===== config.mk =====
export PLATFORM = sky130hd
export DESIGN_NAME = tetris_uart_tx
export DESIGN_NICKNAME = d
export VERILOG_FILES = /design/src/rtl/tetris_uart_pkg.sv /design/src/rtl/byte_fifo.sv /design/src/rtl/tetris_uart_tx.sv
export SDC_FILE = /design/constraint.sdc
export NUM_CORES = 1
export LEC_CHECK = 0
export ABC_AREA = 1
export CORE_ASPECT_RATIO = 0.8
export CORE_MARGIN = 1
export CORE_UTILIZATION = 61
export CTS_BUF_LIST = sky130_fd_sc_hd__clkbuf_4 sky130_fd_sc_hd__clkbuf_8
export DETAILED_ROUTE_END_ITERATION = 8
export PLACE_DENSITY = 0.78
export SYNTH_ARGS = -nofsm -noshare
export SYNTH_HDL_FRONTEND = slang
export SYNTH_HIERARCHICAL = 1
export SYNTH_SLANG_ARGS = --single-unit

===== constraint.sdc =====
create_clock -name clk -period 7.6 [get_ports clk]
set_input_delay 1.52 -clock clk [delete_from_list [all_inputs] [get_ports clk]]
set_output_delay 1.52 -clock clk [all_outputs]
set_load 0.05 [all_outputs]

===== src/rtl/tetris_uart_pkg.sv =====
// Shared types and constants for the game-event UART transmitter.
//   event_t      : game event codes carried in packet byte 1
//   SYNC_BYTE    : first byte of every packet
//   PKT_LEN      : bytes per packet
//   fmt_state_t  : packet formatter states
//   tx_state_t   : UART byte-sender states
//   pkt_byte()   : byte idx of the packet for a latched event
package tetris_uart_pkg;

  typedef enum logic [2:0] {
    EV_NONE     = 3'd0,
    EV_LINE     = 3'd1,
    EV_GAMEOVER = 3'd2,
    EV_SPAWN    = 3'd3,
    EV_LEVEL    = 3'd4
  } event_t;

  localparam logic [7:0]  SYNC_BYTE = 8'hA5;
  localparam int unsigned PKT_LEN   = 5;

  typedef enum logic {
    FmtIdle,
    FmtWrite
  } fmt_state_t;

  typedef enum logic [1:0] {
    TxIdle,
    TxLoad,
    TxSend,
    TxWaitDrop
  } tx_state_t;

  // Packet: sync, {type,row}, score hi, score lo, xor of the first four.
  function automatic logic [7:0] pkt_byte(input logic [2:0]  idx,
                                          input event_t      ev,
                                          input logic [4:0]  row,
                                          input logic [15:0] score);
    logic [7:0] b1;
    b1 = {ev, row};
    case (idx)
      3'd0:    pkt_byte = SYNC_BYTE;
      3'd1:    pkt_byte = b1;
      3'd2:    pkt_byte = score[15:8];
      3'd3:    pkt_byte = score[7:0];
      default: pkt_byte = SYNC_BYTE ^ b1 ^ score[15:8] ^ score[7:0];
    endcase
  endfunction

endpackage


===== src/rtl/byte_fifo.sv =====
// Circular byte FIFO with head/tail pointers and an occupancy counter.
//   clk    : system clock
//   rst    : synchronous active-low reset (empties the FIFO)
//   push   : write wdata at tail (ignored when full)
//   wdata  : byte to write
//   pop    : advance head (ignored when empty)
//   rdata  : byte at head, combinational
//   empty  : no bytes stored
//   count  : occupancy, 0..DEPTH
module byte_fifo #(
  parameter int unsigned DEPTH = 16
) (
  input  logic                     clk,
  input  logic                     rst,
  input  logic                     push,
  input  logic [7:0]               wdata,
  input  logic                     pop,
  output logic [7:0]               rdata,
  output logic                     empty,
  output logic [$clog2(DEPTH):0]   count
);

  localparam int unsigned AW = $clog2(DEPTH);
  localparam int unsigned CW = AW + 1;

  logic [7:0]    mem_q [DEPTH];
  logic [AW-1:0] head_q, tail_q;
  logic [CW-1:0] count_q, count_d;
  logic          push_ok, pop_ok;

  assign push_ok = push && (count_q != CW'(DEPTH));
  assign pop_ok  = pop && (count_q != '0);

  always_comb begin
    count_d = count_q;
    case ({push_ok, pop_ok})
      2'b10:   count_d = count_q + CW'(1);
      2'b01:   count_d = count_q - CW'(1);
      default: count_d = count_q;
    endcase
  end

  // Storage is not reset; the pointers define what is valid.
  always_ff @(posedge clk) begin
    if (push_ok) begin
      mem_q[tail_q] <= wdata;
    end
  end

  always_ff @(posedge clk) begin
    if (!rst) begin
      head_q  <= '0;
      tail_q  <= '0;
      count_q <= '0;
    end else begin
      if (push_ok) tail_q <= tail_q + AW'(1);
      if (pop_ok)  head_q <= head_q + AW'(1);
      count_q <= count_d;
    end
  end

  assign rdata = mem_q[head_q];
  assign empty = (count_q == '0);
  assign count = count_q;

endmodule


===== src/rtl/tetris_uart_tx.sv =====
// Game-event transmitter: frames one-cycle game events into 5-byte packets,
// buffers them in a byte FIFO and drains it over the board tx handshake.
//   clk         : system clock
//   rst         : synchronous active-low reset
//   event_valid : event offered this cycle
//   event_ready : formatter idle and room for a whole packet
//   event_type  : event code
//   event_row   : grid row for line clears, else 0
//   score       : current score, latched at acceptance
//   txdata      : byte presented to the UART, held until the next load
//   txclk       : one-cycle send strobe
//   txready     : UART idle and able to take a byte
//   drop_count  : saturating count of events offered while not ready
module tetris_uart_tx
  import tetris_uart_pkg::*;
#(
  parameter int unsigned DEPTH = 16
) (
  input  logic        clk,
  input  logic        rst,
  input  logic        event_valid,
  output logic        event_ready,
  input  event_t      event_type,
  input  logic [4:0]  event_row,
  input  logic [15:0] score,
  output logic [7:0]  txdata,
  output logic        txclk,
  input  logic        txready,
  output logic [7:0]  drop_count
);

  localparam int unsigned CW = $clog2(DEPTH) + 1;

  fmt_state_t    fmt_state_q, fmt_state_d;
  logic [2:0]    idx_q, idx_d;
  event_t        pkt_type_q;
  logic [4:0]    pkt_row_q;
  logic [15:0]   pkt_score_q;

  tx_state_t     tx_state_q, tx_state_d;
  logic [7:0]    txdata_q, txdata_d;
  logic [7:0]    drop_q;

  logic          fifo_push, fifo_pop, fifo_empty;
  logic [7:0]    fifo_wdata, fifo_rdata;
  logic [CW-1:0] fifo_count, fifo_free;
  logic          accept;

  byte_fifo #(
    .DEPTH (DEPTH)
  ) u_fifo (
    .clk   (clk),
    .rst   (rst),
    .push  (fifo_push),
    .wdata (fifo_wdata),
    .pop   (fifo_pop),
    .rdata (fifo_rdata),
    .empty (fifo_empty),
    .count (fifo_count)
  );

  // Room for a full packet is reserved up front so the formatter never stalls.
  assign fifo_free   = CW'(DEPTH) - fifo_count;
  assign event_ready = (fmt_state_q == FmtIdle) && (fifo_free >= CW'(PKT_LEN));
  assign accept      = event_valid && event_ready;

  // Formatter: one packet byte pushed per cycle while writing.
  always_comb begin
    fmt_state_d = fmt_state_q;
    idx_d       = idx_q;
    fifo_push   = 1'b0;
    fifo_wdata  = pkt_byte(idx_q, pkt_type_q, pkt_row_q, pkt_score_q);
    unique case (fmt_state_q)
      FmtIdle: begin
        if (accept) begin
          fmt_state_d = FmtWrite;
          idx_d       = 3'd0;
        end
      end
      FmtWrite: begin
        fifo_push = 1'b1;
        if (idx_q == 3'(PKT_LEN - 1)) begin
          fmt_state_d = FmtIdle;
          idx_d       = 3'd0;
        end else begin
          idx_d = idx_q + 3'd1;
        end
      end
      default: fmt_state_d = FmtIdle;
    endcase
  end

  always_ff @(posedge clk) begin
    if (!rst) begin
      fmt_state_q <= FmtIdle;
      idx_q       <= 3'd0;
      pkt_type_q  <= EV_NONE;
      pkt_row_q   <= 5'd0;
      pkt_score_q <= 16'd0;
    end else begin
      fmt_state_q <= fmt_state_d;
      idx_q       <= idx_d;
      if (accept) begin
        pkt_type_q  <= event_type;
        pkt_row_q   <= event_row;
        pkt_score_q <= score;
      end
    end
  end

  // Byte sender. The head byte is captured and popped on the edge that enters
  // TxLoad, so txdata is settled a full cycle before the strobe in TxSend.
  always_comb begin
    tx_state_d = tx_state_q;
    txdata_d   = txdata_q;
    fifo_pop   = 1'b0;
    unique case (tx_state_q)
      TxIdle: begin
        if (!fifo_empty && txready) begin
          txdata_d   = fifo_rdata;
          fifo_pop   = 1'b1;
          tx_state_d = TxLoad;
        end
      end
      TxLoad:     tx_state_d = TxSend;
      TxSend:     tx_state_d = TxWaitDrop;
      // Wait for the UART to acknowledge by dropping txready.
      TxWaitDrop: if (!txready) tx_state_d = TxIdle;
      default:    tx_state_d = TxIdle;
    endcase
  end

  always_ff @(posedge clk) begin
    if (!rst) begin
      tx_state_q <= TxIdle;
      txdata_q   <= 8'h00;
    end else begin
      tx_state_q <= tx_state_d;
      txdata_q   <= txdata_d;
    end
  end

  always_ff @(posedge clk) begin
    if (!rst) begin
      drop_q <= 8'd0;
    end else if (event_valid && !event_ready && (drop_q != 8'hFF)) begin
      drop_q <= drop_q + 8'd1;
    end
  end

  assign txdata     = txdata_q;
  assign txclk      = (tx_state_q == TxSend);
  assign drop_count = drop_q;

endmodule

==> results of run 1 <==
-- power by group through the flow --
stage	registers, uW	logic [uW]	clock network (uW)
after floorplan	1430	1030	0
after global routing	1460	1400	702
after global placement	1450	1190	0
final	1440	1270	652
after detailed placement	1460	1250	0
after CTS	1440	1260	664
-- metrics by stage --
| stage | util (%) | cell area, sq um | hold WS (ns) | setup WS [ns] |
|---|---|---|---|---|
| finish | 68.19 | 9717 | 0.4761 | 3.203 |
| global route | 68.19 | 9717 | 0.4970 | 3.072 |
| CTS | 68.19 | 9717 | 0.4789 | 3.195 |
| detailed placement | 65.52 | 9335 | 0.4647 | 3.262 |
| global placement | 65.52 | 9335 | 0.4609 | 3.533 |
| floorplan | - | 8886 | 0.4703 | 4.199 |
-- kinds of logic (layout without fill, tap and decap cells) --
kind of cell	count (synthesis)	in the layout	synth area share, %
AO/OA/AOI/OAI	186	186	13.31
XOR/XNOR	27	27	2.661
adder cells (fa/ha/maj)	20	20	2.816
AND/OR/NAND/NOR	289	289	15.66
flip-flops	191	191	57.45
buffers and inverters	153	197	8.110
-- metal layers --
metal | share of wire [%] | up-vias
met1 | 46 | 3045
met4 | 1.5 | 0
li1 | - | 3017
met3 | 6.4 | 20
met5 | 0 | -
met2 | 46 | 207
-- placed cells by master, fill, tap and decap left out, types with 2 or more instances in the layout --
cell type / netlist / layout
sky130_fd_sc_hd__nand3_4: 2 / 2
sky130_fd_sc_hd__a21oi_2: 20 / 20
sky130_fd_sc_hd__inv_1: 109 / 109
sky130_fd_sc_hd__clkinv_1: 2 / 3
sky130_fd_sc_hd__ha_1: 20 / 20
sky130_fd_sc_hd__o21ai_1: 3 / 3
sky130_fd_sc_hd__inv_6: 0 / 5
sky130_fd_sc_hd__a32oi_1: 2 / 2
sky130_fd_sc_hd__o211ai_2: 10 / 10
sky130_fd_sc_hd__edfxtp_1: 128 / 128
sky130_fd_sc_hd__inv_8: 1 / 4
sky130_fd_sc_hd__a221oi_1: 5 / 5
sky130_fd_sc_hd__xor2_1: 15 / 15
sky130_fd_sc_hd__dfxtp_1: 63 / 61
sky130_fd_sc_hd__clkdlybuf4s50_1: 0 / 45
sky130_fd_sc_hd__nand3_1: 76 / 76
sky130_fd_sc_hd__nand2_1: 142 / 142
sky130_fd_sc_hd__o21ai_0: 49 / 49
sky130_fd_sc_hd__clkbuf_8: 2 / 17
sky130_fd_sc_hd__nor2_1: 33 / 33
sky130_fd_sc_hd__clkinvlp_4: 0 / 3
sky130_fd_sc_hd__buf_4: 2 / 7
sky130_fd_sc_hd__o211ai_1: 22 / 22
sky130_fd_sc_hd__nand2_2: 5 / 5
sky130_fd_sc_hd__nor3_1: 3 / 3
sky130_fd_sc_hd__nand3_2: 19 / 19
sky130_fd_sc_hd__xnor2_1: 12 / 12
sky130_fd_sc_hd__a21oi_1: 70 / 70
sky130_fd_sc_hd__nand4_1: 3 / 3
-- flip-flops by register name (all words and copies together) (netlist names), named ones only --
register / cells
u_fifo/tail_q: 4
pkt_row_q: 5
u_fifo/count: 5
pkt_type_q: 3
fmt_state_q: 1
u_fifo/head_q: 4
u_fifo/mem_q: 128
idx_q: 3
tx_state_q: 2
txdata: 8
pkt_score_q: 16
drop_count: 8
-- critical path, cell delays in order (launching register included) --
cell                              delay (ns)
sky130_fd_sc_hd__dfxtp_1                0.49
sky130_fd_sc_hd__inv_1                  0.13
sky130_fd_sc_hd__ha_1                   0.26
sky130_fd_sc_hd__xnor2_1                0.18
sky130_fd_sc_hd__nand2_2                0.09
sky130_fd_sc_hd__nand3_4                0.13
sky130_fd_sc_hd__nand2_8                0.10
sky130_fd_sc_hd__inv_8                  0.18
sky130_fd_sc_hd__clkdlybuf4s50_1        0.85
-- final timing paths --
kind                                       from               to  slack [ns]
worst max register to register  u_fifo/count[1]  u_fifo/count[4]        4.37
worst min-delay path                  txdata[0]        txdata[0]        0.48
worst min register to register        txdata[0]        txdata[0]        0.48
worst max-delay path            u_fifo/count[0]      event_ready        3.20
-- final cells by class --
class | instances | share of cell area [%]
Multi-Input combinational cell | 522 | 31.50
Clock buffer | 17 | 2.408
Inverter | 113 | 4.442
Sequential cell | 191 | 52.59
Timing Repair Buffer | 52 | 5.176
Tap cell | 184 | 2.369
Clock inverter | 15 | 1.519
==> results by stage, run 1 <==
Layout:
- In the final layout, the multi-input gates occupy 3060 sq um.
- The sequential standard cell area is 5110 sq um.
- The share of layout cells above drive strength 1 is between 10% and 20%.
- The repair_antennas step left the layout with diodes totalling 0.
- The final standard cell count with taps included and fillers excluded is between 1000 and 1500.
- The layout has 1033 filler cells.
- The final net count is around 950.
- The area added between synthesis and finish is 9.349%.

Power:
- After layout, the design draws a total of 3360 uW.
- The worst-case IR drop observed on VDD is 202.4 uV.
- Combinational cells account for 37.8% of the total power.
- Summed over all nets, the switching power comes to roughly 1400 uW.
- In this run the power density over the cells is 345.8 nW/um^2.
- Summed over all cells, the static leakage comes to 0.003511 uW.
- The internal portion of the total power is 1958 uW.
- The share of total power dissipated in sequential elements is 42.8%.
- Of the total power, the share spent switching nets is about two fifths.
- The fraction of power consumed by the clock network is between 15 and 20%.

Synth:
- The post-synthesis cell count is approximately 870.
- Yosys mapped a number of flops with a built-in enable equal to 128.
- The most common cell in the synthesized netlist is sky130_fd_sc_hd__nand2_1.
- Sorting the synthesized cells by area gives the leading types as sky130_fd_sc_hd__edfxtp_1 43%, sky130_fd_sc_hd__dfxtp_1 14%, sky130_fd_sc_hd__nand2_1 6.0%.
- Counting instances in the post-synthesis netlist gives the leading cell types as 142 x sky130_fd_sc_hd__nand2_1, 128 x sky130_fd_sc_hd__edfxtp_1, 109 x sky130_fd_sc_hd__inv_1, 76 x sky130_fd_sc_hd__nand3_1, 70 x sky130_fd_sc_hd__a21oi_1.
- The library cell occupying the most area in the post-synthesis netlist is sky130_fd_sc_hd__edfxtp_1.
- Sequential cells were found to cover 57.45% of the synthesized design area.
- The number of distinct library cells after synthesis is 43.
- The share of flip-flops with an asynchronous set or reset is 0%.
- Summing every instance area after synthesis gives 8886 sq um.
- The fraction of synthesized cell area taken by the top area cell type is 43.26%.
- Yosys printed 6 warnings.
- The number of storage elements in the synthesis netlist is roughly 190.
- In the synthesized netlist the dominant register cell turns out to be sky130_fd_sc_hd__edfxtp_1.
- The number of nets produced by synthesis is a little over 900.
- Averaged over all synthesized cells, the footprint is 10.26 sq um.

Floorplanning:
- The die area is 15060 sq um.
- 46 I/O pins were placed.
- The horizontal die dimension is 136.9 microns.
- The total core area is 14250 sq um.
- The floorplan has 39 rows.
- For this configuration, the core starts out at a cell density of between 60% and 70%.
- The overall die height is 110.0 microns.

GRT:
- Global routing used 6.362% of the available met3 tracks.
- The number of global-route vias before repair is 5887.
- The met2 capacity usage during global routing is 40.12%.
- The layer flagged by global routing as most heavily used is met2.
- The initial antenna violation count is 0.
- The global-route met1 utilization is 37.89%.
- The first-pass GRT wire length is 29.83 mm.
- In the global route stage, overall resource usage came out at 26.56%.
- The pin count of the biggest net entering global routing is 129.
- The overall overflow remaining after global route is 0.

Route:
- The number of detailed-routing iterations run before antenna repair is 5.
- The number of DRC violations after detailed-routing iteration 0 is 511.
- The count of nets left with antenna violations once routing finished came out at 0.
- The DRC violations left is 0.
- In the routed layout, each cell is associated on average with a via count of 5.749.
- For this block, the routed nets add up to 18.95 mm of wire.
- The total number of vias is around 6300.
- The detail-routed net length per standard cell is 17.32 microns.

STA:
- The setup TNS is 0 ns.
- The routed design could run at a clock period as short as around 4.4 ns.
- The achievable frequency is roughly 230 MHz.
- Of the available clock period, the critical path in the final layout requires 57.85%.
- The slew of the pin with the lowest slew margin is 1.324 ns.
- The worst clock skew on the final layout is about 0.012 ns.
- In this run the tightest slew margin relative to its limit is 11.04%.
- The final number of setup-violating endpoints is 0.
- The count of final max-slew check failures is 0.
- Setup repair after global routing left no endpoint under its margin.
- The count of endpoints failing hold in the final timing report is 0.

Worst setup path:
- The biggest fanout along the worst timing path is 25.
- The kind of start point of the critical path is a flop.
- Measured in cells, the most critical reg-to-reg path has a length of 20.
- The required time of the critical path is 6.08 ns.
- Data arrives at the worst endpoint at 2.88 ns.
- The path type of the worst setup path is flop to primary output.
- The sort of element at the end of the critical path is a primary output.

Clock tree:
- The total number of clock tree sinks is 191.
- The post-cts sizing count is 0.
- The clock slew at the register clock pins of the worst setup and hold paths is 0.10 ns.
- The maximum clock insertion buffer count is 2.
- In this run, CTS created clock tree buffers numbering 17.
- The later pin in the worst-skew pair is clocked with a latency of 0.47 ns.
- The root cell of the clock tree is sky130_fd_sc_hd__clkbuf_8.
- The post-cts hold buffer count is 0.
- The clock tree from TritonCTS is built.
- The deepest level of the CTS H-tree is 4.
- The number of setup buffers added after CTS is 0.

Place:
- The number of instances in the placed design is between 1000 and 1500.
- The detailed placer's ending HPWL is 12.48 mm.
- At the end of routability-driven placement, the weighted congestion stood at 0.9165.
- The count of buffers added on input and output ports is 45.

Flow run:
- Across the run, the number of max-cap violations was 0.

Outcome:
- The flow ran to the end, and the final reports show no timing, DRC or antenna violations.

Worst hold path:
- The worst hold path passes through 2 cells.
- The worst min-delay path class is flop to flop.
No activity file was read; power rests on OpenSTA's default activity.
==> run 2, diff against run 1 <==
Clock period 7.6 ns to 4.1 ns, I/O delays scaled along.
==> run 2 against run 1 <==
  * Sequential power increased by 84%
  * Highest routed layer unchanged
  * Largest power group unchanged
  * First-iteration DRC count is 8.4% higher
  * Clock skew grew 0.0016 ns
  * Clock power increased by 84%
  * Register-to-register slack lost 3.6 ns
  * Setup slack got worse by 2.8 ns
  * Critical path type unchanged
  * Die area stayed put
==> results by stage, run 2 (synthesis results as in run 1) <==
Outcome:
- The run finished with clean final reports.

Route:
- The post-detailed-route count of antenna-violating nets is 0.
- The final layout contains routed wiring with a total length of 18.87 mm.
- For this block, the initial DRC count from the detailed router was ~550.
- Dividing the detail-routed wire length by the instance count gives 17.20 microns.
- The DRC violations left is 0.
- The total number of vias is 6309.
- For this run, the detailed router's first-pass iteration total came to 5.
- Using the TritonRoute via totals, the vias-per-cell ratio works out to 5.751.

Clock tree:
- The clock passes through at most 2 buffers.
- The H-tree was split into 4 levels.
- The clock tree from TritonCTS is built.
- In this run, post-CTS repair resized a total of 0 instances.
- The total number of clock tree sinks is 191.
- The number of setup buffers added after CTS is 0.
- The number of buffers created by CTS is 17.
- In this run the clock root is driven by a sky130_fd_sc_hd__clkbuf_8.
- The later pin in the worst-skew pair is clocked with a latency of approximately 0.47 ns.
- The clock slew at the register clock pins of the worst setup and hold paths is 0.10 ns.
- The post-cts hold buffer count is 0.

STA:
- Derived from the worst setup path, the maximum achievable clock frequency is 271.3 MHz.
- The time the worst path needs with I/O delays and setup is about 3.7 ns.
- The count of final max-slew check failures came to 0.
- Setup slack closes at slightly above 0.4 ns.
- The final number of setup-violating endpoints is 0.
- The worst clock skew on the final layout is between 0.01 and 0.015 ns.
- At the pin with the least slew margin, the transition time is 1.311 ns.
- The count of endpoints failing hold in the final timing report is 0.
- After layout, the worst path uses 89.91% of the clock period.
- The worst max-slew margin expressed relative to the limit is between 10% and 20%.
- Setup repair after global routing left no endpoint under its margin.
- The setup TNS is 0 ns.

Floorplanning:
- The region available for standard cell placement spans 14250 sq um.
- The horizontal die dimension is 136.9 microns.
- In this run the vertical extent of the chip is 110.0 microns.
- The initial standard-cell utilization of the core is ~62%.
- The initialized floorplan defines 39 standard-cell rows.
- The die covers 15060 sq um.
- The number of primary I/O pins is 46.

Worst setup path:
- STA classifies the critical path endpoint as a primary output.
- The setup check on the worst reg-to-reg path leaves a slack of about 0.80 ns.
- The kind of start point of the critical path is a flop.
- Data arrives at the worst endpoint at around 2.9 ns.
- Data on the critical path is required at its endpoint by 3.28 ns.
- The length in cells of the worst reg-to-reg path is 20.
- Along the worst path, the maximum fanout reaches 25.
- The endpoint identified for the worst register-to-register timing path is u_fifo/count[4].
- The path type of the worst setup path is flop to primary output.
- The worst register-to-register path begins at u_fifo/count[1].

Layout:
- The final net count is 948.
- The share of layout cells above drive strength 1 is roughly an eighth.
- The area added between synthesis and finish is 9.645%.
- Leaving out fill and tap cells, the most frequent cells in the layout are 142 x sky130_fd_sc_hd__nand2_1, 128 x sky130_fd_sc_hd__edfxtp_1, 109 x sky130_fd_sc_hd__inv_1.
- The most frequent standard cell in the layout excluding fill and tap cells is sky130_fd_sc_hd__nand2_1.
- The multi-input combinational cells in the finished layout cover a total of 3060 sq um.
- u_fifo/mem_q holds more flip-flops than any other register.
- The number of antenna diodes in the final layout is 0.
- The sequential standard cell area is about 5100 sq um.
- The number of filler cells placed in the layout is 1054.
- The number of flip-flops under the largest register name is 128.
- The largest registers in the layout are u_fifo/mem_q: 128 flops, pkt_score_q: 16 flops.
- The final standard cell utilization of the core is 68.38%.

GRT:
- The pin count of the biggest net entering global routing is 54.
- The first-pass GRT wire length is a little under 30 mm.
- The total track usage is 26.34%.
- For this run the aggregate overflow at the end of global routing stands at 0.
- The initial antenna violation count is 0.
- The number of global-route vias before repair is 5890.

Flow run:
- The max capacitance violation total is 0.

Power:
- The maximum ir drop on the vdd rail is about 370 uV.
- The total leakage power is 0.003531 uW.
- Dividing total power by cell area gives a power density of 639.6 nW/um^2.

Worst hold path:
- The sink of the worst hold path is txdata[0].
- The start point of the worst hold path is txdata[0].
- The number of cells on the worst hold path is 2.
- The worst min-delay path class is flop to flop.

Place:
- Routability-driven placement finished with a final weighted congestion of 0.9064.
- The post-placement setup slack is 0.4726 ns.
- The quantity of I/O buffers inserted on ports is 45.
- Detailed placement ended at an HPWL of 12.62 mm.
-- run 2: cell types whose count changed in the layout (fill, tap and decap cells not counted), sizes merged --
cell,before,now
buf,7,10
clkinv,5,7
clkinvlp,3,2
inv,119,118
-- run 2: worst max-delay path by stage --
stage | cells after the start | slack (ns) | start | end
after floorplan | 16 | 1.40 | txready | u_fifo/count[4]
after global placement | 17 | 0.72 | txready | u_fifo/count[4]
after detailed placement | 17 | 0.47 | txready | u_fifo/count[4]
after CTS | 8 | 0.39 | u_fifo/count[0] | event_ready
after global routing | 8 | 0.19 | u_fifo/count[0] | event_ready
final | 8 | 0.41 | u_fifo/count[0] | event_ready
-- run 2: worst max-delay path, stage by stage (launching register included) --
cell and delay (ns):
sky130_fd_sc_hd__dfxtp_1 0.50, sky130_fd_sc_hd__inv_1 0.13, sky130_fd_sc_hd__ha_1 0.25, sky130_fd_sc_hd__xnor2_1 0.17, sky130_fd_sc_hd__nand2_2 0.08, sky130_fd_sc_hd__nand3_4 0.13, sky130_fd_sc_hd__nand2_8 0.10, sky130_fd_sc_hd__inv_8 0.18
sky130_fd_sc_hd__clkdlybuf4s50_1 0.84
-- run 2: metrics by stage --
step | instances | hold WS, ns | instance area [sq um] | power (uW)
CTS | 1097 | 0.4795 | 9743 | 6226
detailed placement | 1065 | 0.4633 | 9358 | 5032
floorplan | 866 | 0.4703 | 8886 | 4570
global placement | 1065 | 0.4615 | 9358 | 4903
finish | 1097 | 0.4796 | 9743 | 6232
global route | 1097 | 0.5160 | 9743 | 6593
-- run 2: area by class of cell --
type	instances	area share [%]
flip-flops and latches	191	52.45
multi-input cells	522	31.41
repair buffers	55	5.394
inverters	113	4.430
clock buffers	17	2.401
well taps	184	2.363
clock inverters	15	1.554
-- run 2: per-layer routing --
layer  track usage (%)  part of all wire [%]  wire length (microns)
met5                 0                     0                      0
met4             8.556                   1.5                    285
met3             5.348                   6.3                   1184
met2             42.32                    48                   8989
met1             35.97                    45                   8407
-- run 2: power breakdown --
group	leakage, uW	switching [uW]	internal, uW
Sequential	0.00166	287	2370
Clock	0.000192	702	500
Combinational	0.00167	1610	772
Total	0.00353	2590	3640
